<file path="config.mk">
export PLATFORM = sky130hd
export DESIGN_NAME = jtopl_wrseq
export DESIGN_NICKNAME = d
export VERILOG_FILES = /design/src/rtl/jtopl_wrseq.sv
export SDC_FILE = /design/constraint.sdc
export NUM_CORES = 1
export LEC_CHECK = 0
export ABC_CLOCK_PERIOD_IN_PS = 3900
export CAP_MARGIN = 20
export CORE_MARGIN = 2
export CORE_UTILIZATION = 52
export DETAILED_ROUTE_END_ITERATION = 12
export PLACE_DENSITY_LB_ADDON = 0.15
export SLEW_MARGIN = 20
export SYNTH_ARGS = -nofsm -noshare
export SYNTH_HDL_FRONTEND = slang
export SYNTH_SLANG_ARGS = --single-unit
</file>
<file path="constraint.sdc">
create_clock -name clk -period 3.9 [get_ports clk]
set_input_delay 0.78 -clock clk [delete_from_list [all_inputs] [get_ports clk]]
set_output_delay 0.78 -clock clk [all_outputs]
set_load 0.02 [all_outputs]
</file>
<file path="src/rtl/jtopl_wrseq.sv">
// jtopl_wrseq: queued OPL register-write sequencer.
// Drives the jtopl CPU port with OPL recovery timing.
module jtopl_wrseq #(
  parameter int DW2    = 3,
  parameter int STROBE = 2,
  parameter int AWAIT  = 12,
  parameter int DWAIT  = 84
) (
  input  logic           clk,
  input  logic           rst_n,
  input  logic           cen,
  input  logic           req_valid,
  output logic           req_ready,
  input  logic [7:0]     req_reg,
  input  logic [7:0]     req_val,
  input  logic           flush,
  output logic [7:0]     opl_din,
  output logic           opl_addr,
  output logic           opl_cs_n,
  output logic           opl_wr_n,
  output logic [DW2:0]   level,
  output logic           busy
);

  localparam int DEPTH = 1 << DW2;
  localparam int LW    = DW2 + 1;
  localparam int M1    = (STROBE > AWAIT) ? STROBE : AWAIT;
  localparam int MAXT  = (M1 > DWAIT) ? M1 : DWAIT;
  localparam int CW    = $clog2(MAXT + 1);

  typedef enum logic [2:0] {
    S_IDLE,
    S_AWR,
    S_AWT,
    S_DWR,
    S_DWT
  } state_t;

  logic [15:0]    r_mem [DEPTH];
  logic [DW2-1:0] r_wp;
  logic [DW2-1:0] r_rp;
  logic [LW-1:0]  r_level;

  state_t         r_state;
  state_t         w_nstate;
  logic [CW-1:0]  r_cnt;
  logic [CW-1:0]  w_ncnt;
  logic [7:0]     r_din;
  logic [7:0]     w_ndin;
  logic           r_addr;
  logic           w_naddr;
  logic           r_stb_n;
  logic           w_nstb_n;

  logic           w_push;
  logic           w_pop;
  logic           w_has;
  logic           w_last;
  logic [15:0]    w_head;

  assign w_push    = req_valid & req_ready;
  assign w_has     = r_level != '0;
  assign w_last    = r_cnt == CW'(1);
  assign w_head    = r_mem[r_rp];

  assign req_ready = r_level != LW'(DEPTH);
  assign level     = r_level;
  assign busy      = (r_state != S_IDLE) | w_has;
  assign opl_din   = r_din;
  assign opl_addr  = r_addr;
  assign opl_cs_n  = r_stb_n;
  assign opl_wr_n  = r_stb_n;

  // FIFO storage, pointers and occupancy; flush wins over push
  always_ff @(posedge clk or negedge rst_n) begin
    if (!rst_n) begin
      for (int i = 0; i < DEPTH; i++) r_mem[i] <= '0;
      r_wp    <= '0;
      r_rp    <= '0;
      r_level <= '0;
    end else if (flush) begin
      r_wp    <= '0;
      r_rp    <= '0;
      r_level <= '0;
    end else begin
      if (w_push) begin
        r_mem[r_wp] <= {req_reg, req_val};
        r_wp        <= r_wp + DW2'(1);
      end
      if (w_pop) r_rp <= r_rp + DW2'(1);
      r_level <= r_level + LW'(w_push) - LW'(w_pop);
    end
  end

  // Bus sequencer next state, counter and registered bus values
  always_comb begin
    w_nstate = r_state;
    w_ncnt   = r_cnt;
    w_ndin   = r_din;
    w_naddr  = r_addr;
    w_nstb_n = r_stb_n;
    w_pop    = 1'b0;
    if (cen) begin
      unique case (r_state)
        S_IDLE: begin
          if (w_has) begin
            w_pop    = 1'b1;
            w_nstate = S_AWR;
            w_ncnt   = CW'(STROBE);
            w_ndin   = w_head[15:8];
            w_naddr  = 1'b0;
            w_nstb_n = 1'b0;
          end
        end
        S_AWR: begin
          if (w_last) begin
            w_nstate = S_AWT;
            w_ncnt   = CW'(AWAIT);
            w_nstb_n = 1'b1;
          end else begin
            w_ncnt = r_cnt - CW'(1);
          end
        end
        S_AWT: begin
          if (w_last) begin
            w_nstate = S_DWR;
            w_ncnt   = CW'(STROBE);
            w_ndin   = w_head[7:0];
            w_naddr  = 1'b1;
            w_nstb_n = 1'b0;
          end else begin
            w_ncnt = r_cnt - CW'(1);
          end
        end
        S_DWR: begin
          if (w_last) begin
            w_nstate = S_DWT;
            w_ncnt   = CW'(DWAIT);
            w_nstb_n = 1'b1;
          end else begin
            w_ncnt = r_cnt - CW'(1);
          end
        end
        S_DWT: begin
          if (w_last && w_has) begin
            w_pop    = 1'b1;
            w_nstate = S_AWR;
            w_ncnt   = CW'(STROBE);
            w_ndin   = w_head[15:8];
            w_naddr  = 1'b0;
            w_nstb_n = 1'b0;
          end else if (w_last) begin
            w_nstate = S_IDLE;
            w_ncnt   = '0;
          end else begin
            w_ncnt = r_cnt - CW'(1);
          end
        end
        default: begin
          w_nstate = S_IDLE;
          w_ncnt   = '0;
          w_nstb_n = 1'b1;
        end
      endcase
    end
  end

  // The value register holds the popped entry's data byte
  // until the data strobe, since the FIFO head may move on.
  logic [7:0] r_val;

  // Sequencer state register; strobes released by async reset
  always_ff @(posedge clk or negedge rst_n) begin
    if (!rst_n) begin
      r_state <= S_IDLE;
      r_cnt   <= '0;
      r_din   <= '0;
      r_addr  <= 1'b0;
      r_stb_n <= 1'b1;
      r_val   <= '0;
    end else begin
      r_state <= w_nstate;
      r_cnt   <= w_ncnt;
      r_addr  <= w_naddr;
      r_stb_n <= w_nstb_n;
      if (w_pop) r_val <= w_head[7:0];
      if (cen && r_state == S_AWT && w_last) r_din <= r_val;
      else r_din <= w_ndin;
    end
  end

endmodule

</file>
==> results.md <==
* Max Slew Vio Count at 0
* Vias in the first global route at 5000
* Hold buffers post-CTS at 0
* Initial antenna violation count at 0
* Max-slew headroom at between 30 and 40%
* Required @ worst endpoint at 3.12 ns
* Post_cts resized at 0
* I/O pins at 38
* Syn Std Cell Area at between 0.007 and 0.008 sq mm
* Global route overflow at 0
* Core Util, Final at 62.0%
* Worst slack, placed at 0.689 ns
* Initial DRC count at between 300 and 400
* R2R Path End: level[1]$_DFF_PN0_
* Post-synth net total at 621
* H-tree levels at 4
* Die width at approximately 130 um
* Nets at 656
* Die height at between 100 and 150 um
* Post-DP HPWL at around 11000 um
* Remaining DRCs at 0
* Power per Cell Area at 620 mW/mm^2
* Largest net degree at the start of global routing at approximately 100
* # diodes at 0
* CP Data Arrival Time at between 2 and 2.5 ns
* Fillers at roughly 1.1k
* Yosys warning total at 0
* Post-synthesis async set-or-reset flop share at 100%
* Clock Skew at between 0.005 and 0.006 ns
* Port Buffers at 37
* Area growth, synth to finish at 15.3%
* Crit-path cells: inv_1, ha_1, nor3b_1, nand2_1, clkdlybuf4s50_1
* CTS buffer count at 17
* Share of cells above drive strength 1 at 13.0%
* Post-layout min period at between 3 and 4 ns
* Least-Margin Pin Slew at between 0.9 and 1 ns
* Final ANT Viol Nets at 0
* Status: finished, final reports clean
* CP delay by family, top: simple AND/OR/NAND/NOR gates
* Clock slew at reported path FFs at ~0.06 ns
* Largest fanout on the critical path at 4
* GRT Overall Usage at 21.8%
* Final worst setup slack at approximately 0.75 ns
* Wirelength per Cell at between 15 and 20 um
* Setup CP Type: reg2out
* Max-Cap Viols at 0
* First-pass iteration count of the detailed router at 7
* Hold Crit Class: in2async
* Leading cell types in the layout, fill and taps excluded: 163 x dfrtp_1, 128 x mux2_1, 42 x mux2i_1, 36 x clkdlybuf4s50_1, 30 x nand2_1
* Final hold vios at 0
* Most used DFF post-synth: dfrtp_1
* CTS root buf: clkbuf_16
* Die area at 0.0161 sq mm
* Worst vdd ir at around 410 uV
* Unique cell type count in the Yosys netlist at between 50 and 60
* Via count at between 4k and 5k
* Core area at approximately 0.015 sq mm
* Mapped Cells at approximately 600
* R2R setup slack at ~1.0 ns
* Worst path slowest cell: nor3b_1
* Commonest non-fill, non-tap cell in the layout: dfrtp_1
* Site Rows at 44
* #FFs+latches synth at ~170
* Setup TNS at 0 ns
* Area of the multi-input gates at between 0.003 and 0.004 sq mm
* Setup bufs post-CTS at 0
* Routability cong. at ~0.82
* Worst stage delay on the critical path at 0.61 ns
* Post-synthesis sequential area ratio at 52.8%
* Via density at roughly 5.8
* CTS sink count at ~170
* Setup violators final at 0
* Latest clock arrival within the worst-skew pair at around 0.43 ns
* Final wirelength at 16200 um
* CP startpoint kind: register
* CP bufs+invs at 2
* Worst Setup End Kind: output pin
* Max Clk Rate at around 320 MHz
* Clk buf depth at 2
* Reg2Reg Depth at 11
* Syn avg cell area at ~13 sq um
* Unrepaired setup endpoints after global routing: false
* Initial Utilization at a little over half
* Seq. cell area at about 0.0042 sq mm
* Number of synthesized flops with an enable pin at 0
* Reg-to-Reg Start: r_cnt[1]$_DFFE_PN0P_
* CTS tree: done
* Leakage at between 4 and 5 nW
* Final worst path period share at about four fifths
* First-pass GRT wire length at about 27000 um
## routing by layer
metal / wire (um) / global-route usage, % / vias up
met5: 0 / 0 / -
met4: 210 / 5.49 / 0
met3: 532 / 5.40 / 17
met2: 8110 / 35.9 / 69
met1: 7380 / 29.6 / 2487
li1: - / - / 2217
## final cells by class
| cell class | count | area share [%] |
|---|---|---|
| Sequential cell | 166 | 45.8 |
| Multi-Input combinational cell | 375 | 38.5 |
| Timing Repair Buffer | 52 | 5.47 |
| Clock buffer | 20 | 4.92 |
| Tap cell | 184 | 2.54 |
| Clock inverter | 12 | 2.21 |
| Inverter | 12 | 0.496 |
## sequential cells by signal, summed over array words and instances, names as in the netlist
| signal | flops |
|---|---|
| opl_addr | 1 |
| level | 4 |
| r_mem | 128 |
| r_state | 3 |
| r_cnt | 7 |
| r_rp | 3 |
| opl_cs_n | 1 |
| r_val | 8 |
| r_wp | 3 |
| opl_din | 8 |
## logic make-up (layout without fill, tap and decap cells)
family                     count (synthesis)  after routing  synth area share [%]
AOI/OAI and AO/OA                         64             64                  5.21
DFF                                      166            166                  52.8
muxes                                    190            190                  29.4
xor gates and xnor gates                   7              7                 0.779
and+or+nand+nor                          103            103                  7.17
adders and majority gates                 11             11                  1.84
buffers and inverters                     48             96                  2.83
## synth_stat cells, types with 3 or more instances
master,n,share of area [%]
a21oi_1,13,0.83
a221o_1,6,0.76
and3_1,3,0.24
buf_2,22,1.4
clkbuf_1,9,0.43
dfrtp_1,165,52
ha_1,10,1.6
inv_1,9,0.43
mux2_1,128,18
mux2i_1,42,5.3
mux4_2,20,5.7
nand2_1,30,1.4
nand3_1,4,0.25
nor2_1,25,1.2
nor2b_1,3,0.24
nor3_1,10,0.64
o21ai_0,7,0.45
o21ai_1,15,0.95
o22ai_1,7,0.56
o31ai_1,5,0.48
or3_1,4,0.32
xnor2_1,3,0.33
xor2_1,4,0.45
## stage by stage
stage / instance area, sq um / hold slack [ns] / cells / power (mW)
floorplan: 7870 / 0.450 / 589 / 3.37
global route: 9070 / 0.491 / 821 / 5.95
finish: 9070 / 0.469 / 821 / 5.63
global placement: 8420 / 0.462 / 789 / 3.76
detailed placement: 8420 / 0.471 / 789 / 3.83
CTS: 9070 / 0.485 / 821 / 5.67
## power breakdown
part / switching, mW / leakage [nW] / total, mW / internal (mW)
registers: 0.297 / 2.19 / 2.49 / 2.19
clock network: 0.672 / 0.307 / 1.83 / 1.15
logic: 0.638 / 1.61 / 1.32 / 0.678
## worst reg2reg max path, delay by kind of cell (launching register included)
| kind | cells | cell delay, ns |
|---|---|---|
| flip-flops | 1 | 0.39 |
| adder cells (fa/ha/maj) | 4 | 0.98 |
| AO/OA/AOI/OAI | 1 | 0.24 |
| buffers and inverters | 3 | 0.23 |
| AND/OR/NAND/NOR | 3 | 0.89 |
## worst max-delay path by stage
stage | slack, ns | to | depth (start not counted) | from
after global routing | 0.60 | busy | 5 | level[2]$_DFF_PN0_
after CTS | 0.74 | busy | 5 | level[2]$_DFF_PN0_
after floorplan | 1.07 | level[2]$_DFF_PN0_ | 13 | level[2]$_DFF_PN0_
after detailed placement | 0.69 | r_mem[109]$_DFFE_PN0P_ | 4 | flush
final | 0.75 | busy | 5 | level[2]$_DFF_PN0_
after global placement | 0.77 | r_mem[102]$_DFFE_PN0P_ | 4 | flush
Power figures use the tool's default switching activity.
